## config.mk

```make
export PLATFORM = sky130hd
export DESIGN_NAME = vote_session_ctrl_flat
export DESIGN_NICKNAME = d
export VERILOG_FILES = /design/src/rtl/vote_pkg.sv /design/src/rtl/vote_session_ctrl_if.sv /design/src/rtl/rr_arbiter4.sv /design/src/rtl/vote_session_ctrl.sv /design/src/flat_wrapper.sv
export SDC_FILE = /design/constraint.sdc
export NUM_CORES = 1
export LEC_CHECK = 0
export CAP_MARGIN = 20
export CELL_PAD_IN_SITES_DETAIL_PLACEMENT = 1
export CELL_PAD_IN_SITES_GLOBAL_PLACEMENT = 2
export CORE_ASPECT_RATIO = 1.1
export CORE_MARGIN = 1.5
export CORE_UTILIZATION = 35
export DETAILED_ROUTE_END_ITERATION = 16
export PLACE_DENSITY_LB_ADDON = 0.1
export SLEW_MARGIN = 10
export SYNTH_ARGS = -nofsm -noshare
export SYNTH_HDL_FRONTEND = slang
export SYNTH_HIERARCHICAL = 1
export SYNTH_SLANG_ARGS = --single-unit
```

## constraint.sdc

```tcl
create_clock -name clk -period 4.3 [get_ports clk]
set_input_delay 0.86 -clock clk [delete_from_list [all_inputs] [get_ports clk]]
set_output_delay 0.86 -clock clk [all_outputs]
set_load 0.01 [all_outputs]
```

## src/rtl/vote_pkg.sv

```systemverilog
// Shared types, candidate codes and helpers for the jury voting session controller.
package vote_pkg;

    localparam int NUM_JURORS = 4;

    typedef enum logic [1:0] {
        S_IDLE    = 2'd0,
        S_COLLECT = 2'd1,
        S_DECIDE  = 2'd2,
        S_DONE    = 2'd3
    } vote_state_e;

    typedef logic [2:0] tally_t;

    localparam logic [1:0] CAND_A    = 2'b00;
    localparam logic [1:0] CAND_B    = 2'b01;
    localparam logic [1:0] CAND_C    = 2'b10;
    localparam logic [1:0] ABSTAIN   = 2'b11;
    localparam logic [1:0] NO_WINNER = 2'b11;

    function automatic logic [1:0] onehot_to_idx(input logic [NUM_JURORS-1:0] oh);
        logic [1:0] idx;
        idx = 2'd0;
        for (int i = 0; i < NUM_JURORS; i++) begin
            if (oh[i]) idx = 2'(i);
        end
        return idx;
    endfunction

    // A candidate wins only with a strictly greater tally than both others;
    // this also makes an all-zero session a no-winner result.
    function automatic logic [1:0] decide_winner(input tally_t a, input tally_t b, input tally_t c);
        logic [1:0] w;
        w = NO_WINNER;
        if (a > b && a > c)      w = CAND_A;
        else if (b > a && b > c) w = CAND_B;
        else if (c > a && c > b) w = CAND_C;
        return w;
    endfunction

endpackage

```

## src/rtl/vote_session_ctrl_if.sv

```systemverilog
// Juror-side handshake bundle: session start, per-juror requests/choices and one-hot acks.
interface vote_session_ctrl_if;
    import vote_pkg::*;

    logic                      start;
    logic [NUM_JURORS-1:0]     vote_req;
    logic [2*NUM_JURORS-1:0]   vote_val;
    logic [NUM_JURORS-1:0]     vote_ack;

    modport master (output start, vote_req, vote_val, input vote_ack);
    modport slave  (input start, vote_req, vote_val, output vote_ack);
endinterface

```

## src/rtl/rr_arbiter4.sv

```systemverilog
// Combinational 4-way round-robin arbiter: first requester at or after ptr_i wins.
module rr_arbiter4 (
    input  logic [3:0] req_i,
    input  logic [1:0] ptr_i,
    output logic [3:0] grant_o,
    output logic       valid_o
);

    logic [7:0] req_dbl;
    logic [3:0] req_rot;
    logic [1:0] idx;

    // NOTE: every output and temporary gets a default at the top so no path
    // through the block leaves a value unassigned and infers a latch.
    always_comb begin
        req_dbl = {req_i, req_i} >> ptr_i;
        req_rot = req_dbl[3:0];
        valid_o = 1'b0;
        idx     = 2'd0;
        grant_o = 4'b0000;
        // Descending scan so the position closest to ptr_i is the one kept.
        for (int i = 3; i >= 0; i--) begin
            if (req_rot[i]) begin
                idx     = ptr_i + 2'(i);
                valid_o = 1'b1;
            end
        end
        if (valid_o) grant_o = 4'b0001 << idx;
    end

endmodule

```

## src/rtl/vote_session_ctrl.sv

```systemverilog
// Jury voting session controller: accepts one vote per juror round-robin,
// closes on full turnout or timer expiry, then registers the winning candidate.
module vote_session_ctrl
    import vote_pkg::*;
#(
    parameter int TIMEOUT_CYCLES = 255
) (
    input  logic                  clk,
    input  logic                  rst,
    vote_session_ctrl_if.slave    bus,
    output logic [NUM_JURORS-1:0] voted_o,
    output tally_t                count_a_o,
    output tally_t                count_b_o,
    output tally_t                count_c_o,
    output logic                  busy_o,
    output logic                  done_o,
    output logic [1:0]            winner_o,
    output logic                  timeout_o
);

    localparam int TW = (TIMEOUT_CYCLES > 2) ? $clog2(TIMEOUT_CYCLES) : 1;
    localparam logic [TW-1:0] TIMER_LAST = TW'(TIMEOUT_CYCLES - 1);

    localparam logic [1:0] ST_IDLE    = S_IDLE;
    localparam logic [1:0] ST_COLLECT = S_COLLECT;
    localparam logic [1:0] ST_DECIDE  = S_DECIDE;
    localparam logic [1:0] ST_DONE    = S_DONE;

    logic [1:0]            state_q,   state_d;
    logic [1:0]            rr_ptr_q,  rr_ptr_d;
    logic [NUM_JURORS-1:0] voted_q,   voted_d;
    logic [NUM_JURORS-1:0] ack_q,     ack_d;
    tally_t                cnt_a_q,   cnt_a_d;
    tally_t                cnt_b_q,   cnt_b_d;
    tally_t                cnt_c_q,   cnt_c_d;
    logic                  done_q,    done_d;
    logic                  timeout_q, timeout_d;
    logic [1:0]            winner_q,  winner_d;
    logic [TW-1:0]         timer_q,   timer_d;

    logic [NUM_JURORS-1:0] pending;
    logic [NUM_JURORS-1:0] grant;
    logic                  grant_valid;
    logic [1:0]            grant_idx;
    logic [1:0]            grant_vote;

    assign pending    = bus.vote_req & ~voted_q;
    assign grant_idx  = onehot_to_idx(grant);
    assign grant_vote = bus.vote_val[{grant_idx, 1'b0} +: 2];

    rr_arbiter4 u_arb (
        .req_i   (pending),
        .ptr_i   (rr_ptr_q),
        .grant_o (grant),
        .valid_o (grant_valid)
    );

    always_comb begin
        state_d   = state_q;
        rr_ptr_d  = rr_ptr_q;
        voted_d   = voted_q;
        ack_d     = '0;
        cnt_a_d   = cnt_a_q;
        cnt_b_d   = cnt_b_q;
        cnt_c_d   = cnt_c_q;
        done_d    = 1'b0;
        timeout_d = timeout_q;
        winner_d  = winner_q;
        timer_d   = timer_q;

        case (state_q)
            ST_IDLE, ST_DONE: begin
                if (bus.start) begin
                    voted_d   = '0;
                    cnt_a_d   = '0;
                    cnt_b_d   = '0;
                    cnt_c_d   = '0;
                    timeout_d = 1'b0;
                    timer_d   = '0;
                    state_d   = ST_COLLECT;
                end
            end

            ST_COLLECT: begin
                if (grant_valid) begin
                    voted_d  = voted_q | grant;
                    ack_d    = grant;
                    rr_ptr_d = grant_idx + 2'd1;
                    case (grant_vote)
                        CAND_A:  cnt_a_d = cnt_a_q + 3'd1;
                        CAND_B:  cnt_b_d = cnt_b_q + 3'd1;
                        CAND_C:  cnt_c_d = cnt_c_q + 3'd1;
                        default: ;
                    endcase
                end
                // Full turnout takes priority, so a session completing on the
                // last timer cycle is not reported as timed out.
                if (&voted_d) begin
                    state_d = ST_DECIDE;
                end else if (timer_q == TIMER_LAST) begin
                    timeout_d = 1'b1;
                    state_d   = ST_DECIDE;
                end else begin
                    timer_d = timer_q + TW'(1);
                end
            end

            ST_DECIDE: begin
                winner_d = decide_winner(cnt_a_q, cnt_b_q, cnt_c_q);
                done_d   = 1'b1;
                state_d  = ST_DONE;
            end

            default: state_d = ST_IDLE;
        endcase
    end

    // NOTE: state registers use non-blocking assignments so every flop samples
    // the pre-edge values regardless of statement order.
    always_ff @(posedge clk or posedge rst) begin
        if (rst) begin
            state_q   <= ST_IDLE;
            rr_ptr_q  <= 2'd0;
            voted_q   <= '0;
            ack_q     <= '0;
            cnt_a_q   <= '0;
            cnt_b_q   <= '0;
            cnt_c_q   <= '0;
            done_q    <= 1'b0;
            timeout_q <= 1'b0;
            winner_q  <= NO_WINNER;
            timer_q   <= '0;
        end else begin
            state_q   <= state_d;
            rr_ptr_q  <= rr_ptr_d;
            voted_q   <= voted_d;
            ack_q     <= ack_d;
            cnt_a_q   <= cnt_a_d;
            cnt_b_q   <= cnt_b_d;
            cnt_c_q   <= cnt_c_d;
            done_q    <= done_d;
            timeout_q <= timeout_d;
            winner_q  <= winner_d;
            timer_q   <= timer_d;
        end
    end

    assign bus.vote_ack = ack_q;
    assign voted_o      = voted_q;
    assign count_a_o    = cnt_a_q;
    assign count_b_o    = cnt_b_q;
    assign count_c_o    = cnt_c_q;
    assign busy_o       = (state_q == ST_COLLECT) || (state_q == ST_DECIDE);
    assign done_o       = done_q;
    assign winner_o     = winner_q;
    assign timeout_o    = timeout_q;

endmodule

```

## src/flat_wrapper.sv

```systemverilog
// flat-port wrapper written by rule: the top's interface ports become plain ports
module vote_session_ctrl_flat import vote_pkg::*;
#(
    parameter int TIMEOUT_CYCLES = 255
)
  (clk, rst, voted_o, count_a_o, count_b_o, count_c_o, busy_o, done_o, winner_o, timeout_o, bus_start, bus_vote_req, bus_vote_val, bus_vote_ack);
  vote_session_ctrl_if bus_i ();
  input  logic clk;
  input  logic rst;
  output logic [NUM_JURORS-1:0] voted_o;
  output tally_t count_a_o;
  output tally_t count_b_o;
  output tally_t count_c_o;
  output logic busy_o;
  output logic done_o;
  output logic [1:0] winner_o;
  output logic timeout_o;
  input wire logic [$bits(bus_i.start)-1:0] bus_start;
  input wire logic [$bits(bus_i.vote_req)-1:0] bus_vote_req;
  input wire logic [$bits(bus_i.vote_val)-1:0] bus_vote_val;
  output wire logic [$bits(bus_i.vote_ack)-1:0] bus_vote_ack;
  assign bus_i.start = bus_start;
  assign bus_i.vote_req = bus_vote_req;
  assign bus_i.vote_val = bus_vote_val;
  assign bus_vote_ack = bus_i.vote_ack;
  vote_session_ctrl #(.TIMEOUT_CYCLES(TIMEOUT_CYCLES)) u_core (.clk(clk), .rst(rst), .bus(bus_i), .voted_o(voted_o), .count_a_o(count_a_o), .count_b_o(count_b_o), .count_c_o(count_c_o), .busy_o(busy_o), .done_o(done_o), .winner_o(winner_o), .timeout_o(timeout_o));
endmodule
```

Yosys cells after proc, flatten, opt, wreduce, memory -nomap -nowiden
Index checks and enable logic that the tools add are counted.

Output and inout bits: 22. Input bits: 15. Bits in registers: 33. Logic and storage cells: 107.

Shift-type cells: 3. Mux-type cells: 44. Add/subtract/negate cells: 8. Magnitude comparators: 6. Bitwise operators: 3. Reduce and logical (&&, ||, !) cells: 17. Eq/ne operators: 15.

Operators by type and width (count): 2-to-1 mux 4 bit (6); 2-to-1 mux 8 bit (3); AND reduction 4 bit (6); 2-to-1 mux 2 bit (11); 2-to-1 mux 3 bit (7); > comparator 3 bit (6); one-hot mux 3 bit (2 select lines) (3); one-hot mux 8 bit (2 select lines) (1); != test 2 bit, second input constant (6); 2-to-1 mux 1 bit (10); adder 3 x 1 -> 3 bit, second input constant (3); adder 8 x 1 -> 8 bit, second input constant (1); == test 8 bit, second input constant (1); one-hot mux 4 bit (2 select lines) (1); variable part select 8 x 4 -> 2 bit (1); >> shifter 8 x 2 -> 4 bit (1); == test 2 bit, second input constant (3); one-hot mux 2 bit (3 select lines) (1); AND reduction 2 bit (3); adder 2 x 1 -> 2 bit, second input constant (2); adder 2 bit, second input constant (2); AND 4 bit (1); == test 2 x 1 -> 1 bit, second input constant (2); logical NOT 2 bit (2); 10 further kinds (13).

Logic depth before layout (Yosys ltp)
Depth after elaboration: 17. Mapped depth: 11. Mapped depth without buffers: 9.

Hierarchy
Netlist, hierarchy kept.

By module, submodules not included: vote_session_ctrl (sequential area each 828.3 um2, area an instance 2110.8 um2, times used 1, cells an instance 225); rr_arbiter4 (sequential area each 0.0 um2, area an instance 112.6 um2, times used 1, cells an instance 19).

Least setup slack after synthesis
No wires, ideal clock.

Kind: input -> register. Start: in bus_vote_req[1]. End: reg u_core.timer_q[7]. Cell stages on the path: 8. Data required time: 4223 ps. Slack: 1342 ps. Path buffers: 1. Setup time: 77 ps. Data arrival time: 2880 ps. Cells stage by stage: nor2b_1 -> or4_1 -> a21oi_2 -> nor4_4 -> and2_4 -> buf_6 -> or4_1 -> a21oi_1.

Elaborated cells on any way between the ends: 18. Those cells by class: eq/ne: 1; shift: 2; mux: 11; bitwise: 2; reduce/logical: 2.

RTL lines: from (decl) (RTL line flat_wrapper.sv:19) `input wire logic [$bits(bus_i.vote_req)-1:0] bus_vote_req;`; AND 4 bit (*) (RTL line vote_session_ctrl.sv:47) `assign pending = bus.vote_req & ~voted_q;`; >> shifter 8 x 2 -> 4 bit (*) (RTL line rr_arbiter4.sv:16) `req_dbl = {req_i, req_i} >> ptr_i;`; 2-to-1 mux 1 bit (3 in a row) (RTL line rr_arbiter4.sv:23) `if (req_rot[i]) begin`; 2-to-1 mux 1 bit (*) (RTL line rr_arbiter4.sv:23); via u_core.grant_valid (RTL line vote_session_ctrl.sv:43) `logic grant_valid;`; 2-to-1 mux 4 bit (RTL line rr_arbiter4.sv:28) `if (valid_o) grant_o = 4'b0001 << idx;`; OR 4 bit (RTL line vote_session_ctrl.sv:86) `voted_d = voted_q | grant;`; 2-to-1 mux 4 bit (*) (RTL line vote_session_ctrl.sv:85) `if (grant_valid) begin`; 2-to-1 mux 4 bit (*) (RTL line vote_session_ctrl.sv:71) `case (state_q)`; AND reduction 4 bit (*) (RTL line vote_session_ctrl.sv:98) `if (&voted_d) begin`; != test 2 bit (no line) (*); AND reduction 4 bit (no line) (*); to (signal assigned) (RTL line vote_session_ctrl.sv:144) `timer_q <= timer_d;`; to (decl) (RTL line vote_session_ctrl.sv:39) `logic [TW-1:0] timer_q, timer_d;`.

Mark *: on every way through the listed nets, which the timed path passes. The rest lies on a longest branch. The select of a mux whose other input is x is not followed. A chain may end at the register's enable or synchronous reset.

Worst setup path in the final report
Start: in bus_vote_req[0]. End: reg u_core.timer_q[7].

Cells in the longest elaborated chain, start to end: 14. Elaborated cells on any way between the ends: 18. Those cells by class: eq/ne: 1; shift: 2; mux: 11; bitwise: 2; reduce/logical: 2.

Ends and longest elaborated chain: AND 4 bit (*) (RTL line vote_session_ctrl.sv:47); via u_core.pending[0] (RTL line vote_session_ctrl.sv:41) `logic [NUM_JURORS-1:0] pending;`; >> shifter 8 x 2 -> 4 bit (*) (RTL line rr_arbiter4.sv:16); 2-to-1 mux 2 bit (4 in a row) (RTL line rr_arbiter4.sv:23); << shifter 1 x 2 -> 4 bit (RTL line rr_arbiter4.sv:28); 2-to-1 mux 4 bit (*) (RTL line rr_arbiter4.sv:28); via u_core.grant[2] (RTL line vote_session_ctrl.sv:42) `logic [NUM_JURORS-1:0] grant;`; OR 4 bit (*) (RTL line vote_session_ctrl.sv:86); 2-to-1 mux 4 bit (*) (RTL line vote_session_ctrl.sv:85); 2-to-1 mux 4 bit (*) (RTL line vote_session_ctrl.sv:71); AND reduction 4 bit (*) (RTL line vote_session_ctrl.sv:98); != test 2 bit (no line) (*); AND reduction 4 bit (no line) (*).

Marked as above.

==> out/qor.txt <==
outcome: completed
HPWL after DPL: 4.192 mm
sequential power share: 30.2%
Worst-path clk slew: 0.07 ns
mean post-synth cell area: 9.112 um^2
post-route ant nets: 0
period utilisation layout: 77.78%
P_leak: 0.001126 uW
multi-input logic area: 1255 um^2
site row count: 30
ys async rst share: 100.0%
Hold Vio Cnt, Final: 0
I/O pins: 37
WS Path Type: in -> reg
sw frac: 43.62%
CTS resizes: 0
Post-synth EDFFs: 0
RR Endpoint: u_core/timer_q[7]
WP data arrival: 3.54 ns
Worst Tran Pin Value: 0.9908 ns
min cycle time layout: 3.344 ns
Clock Latency Late Sink: 0.28 ns
setup TNS: 0 ns
post-route cell area: 2716 um^2
first-pass GRT wire length: 9.956 mm
Hold Path Class: reg -> reg
CP endpoint kind: flip-flop
vias after detailed routing: 1930
number of global-route vias before repair: 2046
ys flop type: dfrtp_1
FF-to-FF path depth: 7
synth cell count leaders: dfrtp_1, nor2_1, ha_1, inv_1, nand2_1
Switch Pwr: 720.1 uW
Synth area leader: dfrtp_1
DRT Pass-1 Iters: 2
Die Y: 86.59 um
core area: 6156 um^2
DR vias/cell: 5.361
Combinational Power Share: 55.2%
Power Dens Cells: 607.7 nW/um^2
global route total overflow: 0
Rel. slew slack: 33.94%
Post-CTS Repair Setup Buffers: 0
VDD IR max: 0.2148 mV
Hold Crit Depth: 2
Max Buffers Root-to-Sink: 2
fmax: 299.0 MHz
worst-path maximum fanout: 10
chip width: 79.00 um
max-slew violations: 0
pin count of the biggest net entering global routing: 34
# fillers: 742
skew final: 0.003040 ns
CTS Sinks: 33
Routed WL: 5.733 mm
CP startpoint kind: input port
# H-tree levels: 2
DRC violations left: 0
part of the power in the clock network: 14.6%
worst reg2reg startpoint: u_core/voted_o[2]
Area growth syn-to-layout: 22.17%
most frequent cell after synthesis: dfrtp_1
Internal: 930.6 uW
hold_sp: u_core/winner_o[0]
Post-Synthesis Cells: 244
worst hold endpoint: u_core/winner_o[0]
initial antenna violation count: 0
area post-placement: 2630 um^2
register area share after synthesis: 37.25%
CTS hold repair buffers: 0
RSZ-0062 raised after global routing: no
Initial Util: 36.12%
# setup viols final: 0
Yosys warnings: 6
CTS tree: yes
top post-synthesis cells by area: dfrtp_1, ha_1, nor2_1, nor2b_1, inv_1
worst reg2reg setup slack: 1.52 ns
CTS buffer count: 5
Post-Syn Area: 2223 um^2
DRT iter0 DRCs: 62
Inserted Diodes: 0
max cap viols: 0
post-DR wirelength/cell: 15.93 um
FF/Latch Area: 828.3 um^2
all-layer global routing usage: 18.36%
placer congestion estimate: 0.7437
Tot Pwr: 1651 uW
Worst EP required: 4.50 ns
FF+latch count, synth: 33
fin nets: 312
input/output buffers: 36
clk root buf: clkbuf_8
share of layout cells above drive strength 1: 8.214%
top cell type's share of synthesized area: 34.89%
total die area: 6840 um^2
Yosys cell types: 49
Syn Nets: 276
-- final cells by class --
type,instances,area share [%]
well taps,80,3.685
clock buffers,7,3.178
inverters,21,2.902
multi-input cells,182,46.20
flip-flops and latches,33,30.49
repair buffers,37,13.54
-- routing by layer --
layer	vias up	share of wire, %	track usage, %
li1	956	-	-
met1	949	47	22.61
met2	19	50	33.10
met3	6	2.1	3.474
met4	0	0.96	4.147
met5	-	0	0
-- critical path, cell delays in order --
cell and delay (ns):
clkdlybuf4s50_1 0.46, nor2b_1 0.31, nor2b_1 0.22, nor3_1 0.07
o31a_1 0.44, a21oi_4 0.23, nor4_4 0.10, and2_4 0.20
or4_1 0.50, a21oi_1 0.15
-- state kept, by name, summed over array words and instances, names as in the netlist --
register	cells
u_core/voted_o	4
u_core/timer_q	8
u_core/bus.vote_ack	4
u_core/rr_ptr_q	2
u_core/winner_o	2
u_core/count_c_o	3
u_core/timeout_o	1
u_core/done_o	1
u_core/state_q	2
u_core/count_b_o	3
u_core/count_a_o	3
-- cells by family (layout without fill, tap and decap cells) --
family                     after synthesis  after routing  synth area share [%]
adders and majority gates               17             17                 9.567
and+or+nand+nor                         85             85                 20.09
DFF                                     33             33                 37.25
muxes                                    8              8                 3.883
buffers and inverters                   29             65                 6.302
xor gates and xnor gates                 2              2                0.7880
AOI/OAI and AO/OA                       70             70                 22.12
-- how the worst max path moves through the flow --
stage | end | startpoint
5_1_grt | u_core/timer_q[0] | bus_vote_req[3]
2_1_floorplan | u_core/timer_q[7] | bus_vote_req[1]
6_report | u_core/timer_q[7] | bus_vote_req[0]
4_1_cts | u_core/timer_q[7] | bus_vote_req[0]
3_3_place_gp | u_core/count_b_o[0] | bus_vote_req[2]
3_5_place_dp | u_core/timer_q[7] | bus_vote_req[0]
-- placed cells by master, fill, tap and decap left out, types with 5 or more instances in the layout --
cell / netlist / layout
nand3_1: 6 / 6
clkbuf_8: 0 / 6
inv_1: 17 / 17
a21oi_1: 10 / 10
dfrtp_1: 31 / 31
ha_1: 17 / 17
nor2b_1: 11 / 11
nor3_1: 5 / 5
o21ai_0: 5 / 5
o21ai_1: 11 / 11
nand2_1: 15 / 15
nand4_1: 6 / 6
a21o_1: 5 / 5
a31oi_1: 5 / 5
clkdlybuf4s50_1: 0 / 36
nor2_1: 24 / 24
-- power by group through the flow --
| stage | registers, uW | clock network, uW | logic (uW) |
|---|---|---|---|
| 2_1_floorplan | 503 | 0 | 637 |
| 3_3_place_gp | 503 | 0 | 905 |
| 3_5_place_dp | 505 | 0 | 919 |
| 4_1_cts | 501 | 253 | 924 |
| 5_1_grt | 517 | 263 | 1040 |
| 6_report | 499 | 241 | 911 |
-- metrics by stage --
step | worst slack, ns | hold WS (ns) | utilization (%) | instances
final | 0.9556 | 0.4803 | 44.13 | 360
after floorplan | 1.342 | 0.4759 | - | 244
after detailed placement | 0.6909 | 0.4733 | 42.72 | 353
after global routing | 0.7308 | 0.5039 | 44.13 | 360
after global placement | 0.7583 | 0.4658 | 42.72 | 353
after CTS | 0.9592 | 0.4840 | 44.13 | 360
Power figures use the tool's default switching activity.
